**src/rtl/exe_pkg.sv**
```systemverilog
// Shared definitions for the RV32IM execute stage: operation codes,
// datapath widths and the divider FSM encoding.
package exe_pkg;

    localparam int XLEN_DEF       = 32;
    localparam int REG_ADDR_W_DEF = 5;

    localparam logic [4:0] ALU_ADD    = 5'd0;
    localparam logic [4:0] ALU_SUB    = 5'd1;
    localparam logic [4:0] ALU_SLL    = 5'd2;
    localparam logic [4:0] ALU_SLT    = 5'd3;
    localparam logic [4:0] ALU_SLTU   = 5'd4;
    localparam logic [4:0] ALU_XOR    = 5'd5;
    localparam logic [4:0] ALU_SRL    = 5'd6;
    localparam logic [4:0] ALU_SRA    = 5'd7;
    localparam logic [4:0] ALU_OR     = 5'd8;
    localparam logic [4:0] ALU_AND    = 5'd9;
    localparam logic [4:0] ALU_PASSB  = 5'd10;
    localparam logic [4:0] ALU_MUL    = 5'd11;
    localparam logic [4:0] ALU_MULH   = 5'd12;
    localparam logic [4:0] ALU_MULHSU = 5'd13;
    localparam logic [4:0] ALU_MULHU  = 5'd14;
    localparam logic [4:0] ALU_DIV    = 5'd15;
    localparam logic [4:0] ALU_DIVU   = 5'd16;
    localparam logic [4:0] ALU_REM    = 5'd17;
    localparam logic [4:0] ALU_REMU   = 5'd18;

    typedef enum logic {
        IDLE = 1'b0,
        BUSY = 1'b1
    } div_state_e;

endpackage

```
**src/rtl/execute_stage_iter_divider.sv**
```systemverilog
// Iterative radix-2 restoring divider with single-cycle handling of the
// divide-by-zero and signed-overflow cases.
module iter_divider
    import exe_pkg::*;
#(
    parameter int XLEN = 32
) (
    input  logic            clk,
    input  logic            rst_n,
    input  logic            start_i,
    input  logic            flush_i,
    input  logic            signed_i,
    input  logic            rem_i,
    input  logic [XLEN-1:0] dividend_i,
    input  logic [XLEN-1:0] divisor_i,
    output logic            stall_o,
    output logic            done_o,
    output logic [XLEN-1:0] result_o,
    output div_state_e      state_o
);

    localparam int CNT_W = $clog2(XLEN);
    localparam logic [CNT_W-1:0] CNT_LAST = CNT_W'(XLEN - 1);

    // Handshake: start_i is sampled only in IDLE and must stay stable while
    // stall_o is high; done_o pulses for exactly the cycle result_o is valid.
    div_state_e      state_q, state_d;
    logic [CNT_W-1:0] cnt_q, cnt_d;
    logic [XLEN-1:0] rem_q, rem_d;
    logic [XLEN-1:0] quo_q, quo_d;
    logic [XLEN-1:0] dvsr_q, dvsr_d;
    logic            neg_quo_q, neg_quo_d;
    logic            neg_rem_q, neg_rem_d;
    logic            is_rem_q, is_rem_d;

    logic [XLEN:0]   shifted;
    logic [XLEN:0]   diff;
    logic [XLEN-1:0] step_rem;
    logic [XLEN-1:0] step_quo;
    logic [XLEN-1:0] abs_a;
    logic [XLEN-1:0] abs_b;
    logic            div_zero;
    logic            overflow;
    logic [XLEN-1:0] int_min;

    always_comb begin
        shifted  = {rem_q, quo_q[XLEN-1]};
        diff     = shifted - {1'b0, dvsr_q};
        step_rem = diff[XLEN] ? shifted[XLEN-1:0] : diff[XLEN-1:0];
        step_quo = {quo_q[XLEN-2:0], ~diff[XLEN]};

        abs_a    = (signed_i && dividend_i[XLEN-1]) ? -dividend_i : dividend_i;
        abs_b    = (signed_i && divisor_i[XLEN-1])  ? -divisor_i  : divisor_i;
        int_min  = {1'b1, {(XLEN-1){1'b0}}};
        div_zero = (divisor_i == '0);
        overflow = signed_i && (dividend_i == int_min) && (divisor_i == '1);
    end

    always_comb begin
        state_d   = state_q;
        cnt_d     = cnt_q;
        rem_d     = rem_q;
        quo_d     = quo_q;
        dvsr_d    = dvsr_q;
        neg_quo_d = neg_quo_q;
        neg_rem_d = neg_rem_q;
        is_rem_d  = is_rem_q;
        stall_o   = 1'b0;
        done_o    = 1'b0;
        result_o  = '0;

        case (state_q)
            IDLE: begin
                if (start_i && !flush_i) begin
                    if (div_zero) begin
                        done_o   = 1'b1;
                        result_o = rem_i ? dividend_i : '1;
                    end else if (overflow) begin
                        done_o   = 1'b1;
                        result_o = rem_i ? '0 : int_min;
                    end else begin
                        stall_o   = 1'b1;
                        state_d   = BUSY;
                        cnt_d     = '0;
                        rem_d     = '0;
                        quo_d     = abs_a;
                        dvsr_d    = abs_b;
                        neg_quo_d = signed_i && (dividend_i[XLEN-1] ^ divisor_i[XLEN-1]);
                        neg_rem_d = signed_i && dividend_i[XLEN-1];
                        is_rem_d  = rem_i;
                    end
                end
            end
            BUSY: begin
                if (flush_i) begin
                    state_d = IDLE;
                    cnt_d   = '0;
                end else begin
                    rem_d = step_rem;
                    quo_d = step_quo;
                    cnt_d = cnt_q + 1'b1;
                    if (cnt_q == CNT_LAST) begin
                        done_o   = 1'b1;
                        state_d  = IDLE;
                        cnt_d    = '0;
                        if (is_rem_q) result_o = neg_rem_q ? -step_rem : step_rem;
                        else          result_o = neg_quo_q ? -step_quo : step_quo;
                    end else begin
                        stall_o = 1'b1;
                    end
                end
            end
            default: state_d = IDLE;
        endcase
    end

    always_ff @(posedge clk) begin
        if (!rst_n) begin
            state_q   <= IDLE;
            cnt_q     <= '0;
            rem_q     <= '0;
            quo_q     <= '0;
            dvsr_q    <= '0;
            neg_quo_q <= 1'b0;
            neg_rem_q <= 1'b0;
            is_rem_q  <= 1'b0;
        end else begin
            state_q   <= state_d;
            cnt_q     <= cnt_d;
            rem_q     <= rem_d;
            quo_q     <= quo_d;
            dvsr_q    <= dvsr_d;
            neg_quo_q <= neg_quo_d;
            neg_rem_q <= neg_rem_d;
            is_rem_q  <= is_rem_d;
        end
    end

    assign state_o = state_q;

endmodule

```
**src/rtl/execute_stage.sv**
```systemverilog
// RV32IM execute stage: single-cycle ALU and multiplier, iterative divider,
// and the EX/MEM pipeline register feeding the memory-access stage.
module execute_stage
    import exe_pkg::*;
#(
    parameter int XLEN       = 32,
    parameter int REG_ADDR_W = 5
) (
    input  logic                  clk,
    input  logic                  rst_n,
    input  logic                  valid_id_exe,
    input  logic [XLEN-1:0]       op_a_id_exe,
    input  logic [XLEN-1:0]       op_b_id_exe,
    input  logic [4:0]            alu_op_id_exe,
    input  logic [XLEN-1:0]       w_data_id_exe,
    input  logic [REG_ADDR_W-1:0] write_reg_id_exe,
    input  logic                  mem_read_id_exe,
    input  logic                  mem_write_id_exe,
    input  logic                  mem_to_reg_id_exe,
    input  logic                  flush_exe,
    output logic                  stall_exe,
    output logic [XLEN-1:0]       alu_out_exe_mem,
    output logic [XLEN-1:0]       w_data_exe_mem,
    output logic [REG_ADDR_W-1:0] write_reg_exe_mem,
    output logic                  mem_read_exe_mem,
    output logic                  mem_write_exe_mem,
    output logic                  mem_to_reg_exe_mem
);

    logic [XLEN-1:0]       alu_out_q, alu_out_d;
    logic [XLEN-1:0]       w_data_q, w_data_d;
    logic [REG_ADDR_W-1:0] write_reg_q, write_reg_d;
    logic                  mem_read_q, mem_read_d;
    logic                  mem_write_q, mem_write_d;
    logic                  mem_to_reg_q, mem_to_reg_d;

    logic [XLEN-1:0]       hold_w_data_q, hold_w_data_d;
    logic [REG_ADDR_W-1:0] hold_write_reg_q, hold_write_reg_d;
    logic                  hold_mem_read_q, hold_mem_read_d;
    logic                  hold_mem_write_q, hold_mem_write_d;
    logic                  hold_mem_to_reg_q, hold_mem_to_reg_d;

    logic                  is_div;
    logic                  div_signed;
    logic                  div_rem;
    logic                  div_stall;
    logic                  div_done;
    logic [XLEN-1:0]       div_result;
    div_state_e            div_state;

    logic [4:0]            shamt;
    logic                  mul_a_signed;
    logic                  mul_b_signed;
    logic [2*XLEN-1:0]     mul_a_ext;
    logic [2*XLEN-1:0]     mul_b_ext;
    logic [2*XLEN-1:0]     product;
    logic [XLEN-1:0]       alu_res;

    always_comb begin
        is_div     = (alu_op_id_exe >= ALU_DIV) && (alu_op_id_exe <= ALU_REMU);
        div_signed = (alu_op_id_exe == ALU_DIV) || (alu_op_id_exe == ALU_REM);
        div_rem    = (alu_op_id_exe == ALU_REM) || (alu_op_id_exe == ALU_REMU);
    end

    iter_divider #(.XLEN(XLEN)) u_div (
        .clk        (clk),
        .rst_n      (rst_n),
        .start_i    (valid_id_exe && is_div),
        .flush_i    (flush_exe),
        .signed_i   (div_signed),
        .rem_i      (div_rem),
        .dividend_i (op_a_id_exe),
        .divisor_i  (op_b_id_exe),
        .stall_o    (div_stall),
        .done_o     (div_done),
        .result_o   (div_result),
        .state_o    (div_state)
    );

    // One shared multiplier: operands are sign- or zero-extended to 2*XLEN,
    // which keeps every MULH variant exact in the low 2*XLEN product bits.
    always_comb begin
        mul_a_signed = (alu_op_id_exe == ALU_MULH) || (alu_op_id_exe == ALU_MULHSU);
        mul_b_signed = (alu_op_id_exe == ALU_MULH);
        mul_a_ext    = {{XLEN{mul_a_signed && op_a_id_exe[XLEN-1]}}, op_a_id_exe};
        mul_b_ext    = {{XLEN{mul_b_signed && op_b_id_exe[XLEN-1]}}, op_b_id_exe};
        product      = mul_a_ext * mul_b_ext;
        shamt        = op_b_id_exe[4:0];

        alu_res = '0;
        case (alu_op_id_exe)
            ALU_ADD:    alu_res = op_a_id_exe + op_b_id_exe;
            ALU_SUB:    alu_res = op_a_id_exe - op_b_id_exe;
            ALU_SLL:    alu_res = op_a_id_exe << shamt;
            ALU_SLT:    alu_res = {{(XLEN-1){1'b0}}, $signed(op_a_id_exe) < $signed(op_b_id_exe)};
            ALU_SLTU:   alu_res = {{(XLEN-1){1'b0}}, op_a_id_exe < op_b_id_exe};
            ALU_XOR:    alu_res = op_a_id_exe ^ op_b_id_exe;
            ALU_SRL:    alu_res = op_a_id_exe >> shamt;
            ALU_SRA:    alu_res = $unsigned($signed(op_a_id_exe) >>> shamt);
            ALU_OR:     alu_res = op_a_id_exe | op_b_id_exe;
            ALU_AND:    alu_res = op_a_id_exe & op_b_id_exe;
            ALU_PASSB:  alu_res = op_b_id_exe;
            ALU_MUL:    alu_res = product[XLEN-1:0];
            ALU_MULH,
            ALU_MULHSU,
            ALU_MULHU:  alu_res = product[2*XLEN-1:XLEN];
            default:    alu_res = '0;
        endcase
    end

    // Control fields of a long divide are captured on entry so its write-back
    // does not depend on the front end still presenting the instruction.
    always_comb begin
        hold_w_data_d     = hold_w_data_q;
        hold_write_reg_d  = hold_write_reg_q;
        hold_mem_read_d   = hold_mem_read_q;
        hold_mem_write_d  = hold_mem_write_q;
        hold_mem_to_reg_d = hold_mem_to_reg_q;
        if (div_stall && (div_state == IDLE)) begin
            hold_w_data_d     = w_data_id_exe;
            hold_write_reg_d  = write_reg_id_exe;
            hold_mem_read_d   = mem_read_id_exe;
            hold_mem_write_d  = mem_write_id_exe;
            hold_mem_to_reg_d = mem_to_reg_id_exe;
        end
    end

    always_comb begin
        alu_out_d    = '0;
        w_data_d     = '0;
        write_reg_d  = '0;
        mem_read_d   = 1'b0;
        mem_write_d  = 1'b0;
        mem_to_reg_d = 1'b0;

        if (flush_exe) begin
            alu_out_d = '0;
        end else if (div_state == BUSY) begin
            if (div_done) begin
                alu_out_d    = div_result;
                w_data_d     = hold_w_data_q;
                write_reg_d  = hold_write_reg_q;
                mem_read_d   = hold_mem_read_q;
                mem_write_d  = hold_mem_write_q;
                mem_to_reg_d = hold_mem_to_reg_q;
            end
        end else if (valid_id_exe && (!is_div || div_done)) begin
            alu_out_d    = is_div ? div_result : alu_res;
            w_data_d     = w_data_id_exe;
            write_reg_d  = write_reg_id_exe;
            mem_read_d   = mem_read_id_exe;
            mem_write_d  = mem_write_id_exe;
            mem_to_reg_d = mem_to_reg_id_exe;
        end
    end

    always_ff @(posedge clk) begin
        if (!rst_n) begin
            alu_out_q         <= '0;
            w_data_q          <= '0;
            write_reg_q       <= '0;
            mem_read_q        <= 1'b0;
            mem_write_q       <= 1'b0;
            mem_to_reg_q      <= 1'b0;
            hold_w_data_q     <= '0;
            hold_write_reg_q  <= '0;
            hold_mem_read_q   <= 1'b0;
            hold_mem_write_q  <= 1'b0;
            hold_mem_to_reg_q <= 1'b0;
        end else begin
            alu_out_q         <= alu_out_d;
            w_data_q          <= w_data_d;
            write_reg_q       <= write_reg_d;
            mem_read_q        <= mem_read_d;
            mem_write_q       <= mem_write_d;
            mem_to_reg_q      <= mem_to_reg_d;
            hold_w_data_q     <= hold_w_data_d;
            hold_write_reg_q  <= hold_write_reg_d;
            hold_mem_read_q   <= hold_mem_read_d;
            hold_mem_write_q  <= hold_mem_write_d;
            hold_mem_to_reg_q <= hold_mem_to_reg_d;
        end
    end

    assign stall_exe          = div_stall;
    assign alu_out_exe_mem    = alu_out_q;
    assign w_data_exe_mem     = w_data_q;
    assign write_reg_exe_mem  = write_reg_q;
    assign mem_read_exe_mem   = mem_read_q;
    assign mem_write_exe_mem  = mem_write_q;
    assign mem_to_reg_exe_mem = mem_to_reg_q;

endmodule

```
**config.mk**
```make
export PLATFORM = sky130hd
export DESIGN_NAME = execute_stage
export DESIGN_NICKNAME = d
export VERILOG_FILES = /design/src/rtl/exe_pkg.sv /design/src/rtl/execute_stage_iter_divider.sv /design/src/rtl/execute_stage.sv
export SDC_FILE = /design/constraint.sdc
export NUM_CORES = 2
export LEC_CHECK = 0
export BUFFER_PORTS_ARGS = -buffer_cell sky130_fd_sc_hd__buf_2
export CORE_MARGIN = 4
export CORE_UTILIZATION = 30
export CTS_CLUSTER_SIZE = 25
export DETAILED_ROUTE_END_ITERATION = 7
export GPL_ROUTABILITY_DRIVEN = 0
export REMOVE_ABC_BUFFERS = 1
export SLEW_MARGIN = 20
export SYNTH_ARGS = -nofsm -noshare
export SYNTH_HDL_FRONTEND = slang
export SYNTH_SLANG_ARGS = --single-unit
```
**constraint.sdc**
```tcl
create_clock -name clk -period 19.8 [get_ports clk]
set_input_delay 1.98 -clock clk [delete_from_list [all_inputs] [get_ports clk]]
set_output_delay 1.98 -clock clk [all_outputs]
set_load 0.1 [all_outputs]
```
==> impl_metrics.env <==
export IMPL_routedWlPerCell_um=25.1
export IMPL_grt_max_degree=99
export IMPL_drv_cap=0
export IMPL_finalSetupTns_ns=0
export IMPL_ys_seq_elements=217
export IMPL_setup_viol=0
export IMPL_start_kind="input port"
export IMPL_rows=164
export IMPL_cts_resized=0
export IMPL_yosysWarnings=0
export IMPL_syn_to_final_growth_pct=7.49
export IMPL_grt_pass1_vias=55781
export IMPL_dp_final_hpwl_um=187000
export IMPL_critical_path_class="input port to register"
export IMPL_wirelength_um=250000
export IMPL_post_route_period_util_pct=61.1
export IMPL_synth_main_ff_cell="dfxtp_1"
export IMPL_holdBufCountCts=0
export IMPL_post_cts_buffers=0
export IMPL_ys_types=104
export IMPL_final_layout_size_suffix_gt1_share_pct=7.02
export IMPL_drc_errors=80
export IMPL_setup_slack_ns=7.71
export IMPL_dieArea_um2=208000
export IMPL_worst_pin_slew_ns=1.30
export IMPL_clockBufferDepth=3
export IMPL_synth_edff_count=0
export IMPL_synth_seq_area_share_pct=7.23
export IMPL_fmax_mhz=82.7
export IMPL_dp_slack_ns=7.17
export IMPL_final_hold_violation_count=0
export IMPL_final_common_cell="inv_1"
export IMPL_antenna_found_initial=36
export IMPL_crit_path_end_kind="register"
export IMPL_run_status="complete, but fails checks"
export IMPL_finClkSkew_ns=0.102
export IMPL_drtIter0Drc=7312
export IMPL_violations="design-rule violations"
export IMPL_relSlewSlack_pct=12.8
export IMPL_crit_slowest_cell="clkinv_1"
export IMPL_syn_avg_cell_area_um2=8.11
export IMPL_die_h_um=456
export IMPL_layout_cells_non_filler=9987
export IMPL_grtUsageTotal_pct=23.6
export IMPL_crit_fanout=27
export IMPL_drv_slew=0
export IMPL_numCtsBuffers=23
export IMPL_worstPathRequired_ns=20.31
export IMPL_ant_nets=0
export IMPL_io_pins=186
export IMPL_port_buffer_count=185
export IMPL_cts_max_level=1
export IMPL_drtPass1Iterations=8
export IMPL_root_buffer="clkbuf_16"
export IMPL_grt_overflow_total=0
export IMPL_synth_cells=7414
export IMPL_vias=55596
export IMPL_viasPerCell=5.57
export IMPL_layout_nets=8880
export IMPL_rsz0062_at_grt="false"
export IMPL_final_cell_mix="inv_1 (1319), nand2_1 (1186), fa_1 (1128), nor2_1 (643), ha_1 (348)"
export IMPL_slowest_delay_ns=0.84
export IMPL_crit_family="adder cells"
export IMPL_cpMostUsedCell="fa_1"
export IMPL_synth_area_um2=60100
export IMPL_clock_latency_ns=0.62
export IMPL_hp_class="register to register"
export IMPL_critPathArrivalTime_ns=12.60
export IMPL_post_route_util_pct=32.4
export IMPL_fin_crit_ns=12.09
export IMPL_cts_sinks=217
export IMPL_grt_pass1_wl_um=372000
export IMPL_initial_utilization_pct=30.1
export IMPL_path_clk_slew_ns=0.07
export IMPL_placed_cells=9919
export IMPL_core_um2=199000
export IMPL_die_w_um=456
export IMPL_async_flop_share_pct=0
export IMPL_cts_tree="done"
export IMPL_path_buf_inv=6
metrics by stage:
| stage | cell area (um2) | hold slack, ns |
|---|---|---|
| finish | 64600 | 0.465 |
| global route | 64600 | 0.483 |
| CTS | 64500 | 0.468 |
| detailed placement | 63700 | 0.459 |
| global placement | 63700 | 0.453 |
| floorplan | 58300 | 0.443 |
sequential cells by signal, summed over array words and instances, names as in the netlist:
register	flops
u_div.quo_q	32
hold_mem_to_reg_q	1
w_data_exe_mem	32
hold_mem_read_q	1
mem_read_exe_mem	1
alu_out_exe_mem	32
u_div.is_rem_q	1
u_div.neg_quo_q	1
u_div.dvsr_q	32
u_div.neg_rem_q	1
hold_write_reg_q	5
write_reg_exe_mem	5
u_div.state_o	1
u_div.cnt_q	5
mem_to_reg_exe_mem	1
u_div.rem_q	32
hold_w_data_q	32
mem_write_exe_mem	1
hold_mem_write_q	1
tightest hold or removal path: stages, from the launching register on:
cell and delay (ns):
dfxtp_1 0.31, nand2_1 0.04, a21boi_0 0.06
cell families after synthesis:
kind of cell,count (synthesis),share of synthesized area (%)
xor gates and xnor gates,231,3.37
and+or+nand+nor,2334,16.5
muxes,126,3.09
AOI/OAI and AO/OA,1207,13.5
buffers and inverters,1823,11.5
DFF,217,7.23
adders and majority gates,1476,44.8
per-layer routing:
layer	routed length, um	up-vias	global-route usage (%)
li1	-	23200	-
met3	32900	981	8.78
met1	92400	27643	29.1
met2	105000	3748	34.8
met5	148	-	0
met4	20400	24	14.9
cells in the mapped netlist (all sizes together) (67+ instances only):
cell / count / area (um2)
inv: 1335 / 5010
nand2: 1186 / 4450
fa: 1128 / 22600
nor2: 647 / 2440
clkbuf: 355 / 1330
ha: 348 / 4350
o21ai: 275 / 1390
a21oi: 241 / 1210
dfxtp: 217 / 4340
xnor2: 162 / 1420
buf: 123 / 502
nor3: 86 / 452
a21boi: 81 / 608
nand3: 81 / 405
mux2i: 75 / 751
xor2: 69 / 604
and2: 67 / 419
final timing paths:
kind,endpoint,depth (start not counted),slack [ns],from
worst max-delay path,alu_out_exe_mem[31],29,7.71,op_b_id_exe[31]
worst min-delay path,hold_write_reg_q[4],2,0.46,hold_write_reg_q[4]
worst max register to register,alu_out_exe_mem[30],22,12.91,u_div.quo_q[31]
worst min register to register,hold_write_reg_q[4],2,0.46,hold_write_reg_q[4]
cell type report:
type	count	area [um2]
clock inverter	13	195
fill	21151	135000
clock buffer	29	628
timing repair buffer	330	2030
antenna	23	57.6
multi-input combinational	5374	49000
tap	2656	3320
inverter	1345	5050
sequential	217	4350
Power is left out: the tool's default activity adds up to more than one toggle a clock period on the data nets, which glitch-free logic cannot reach.
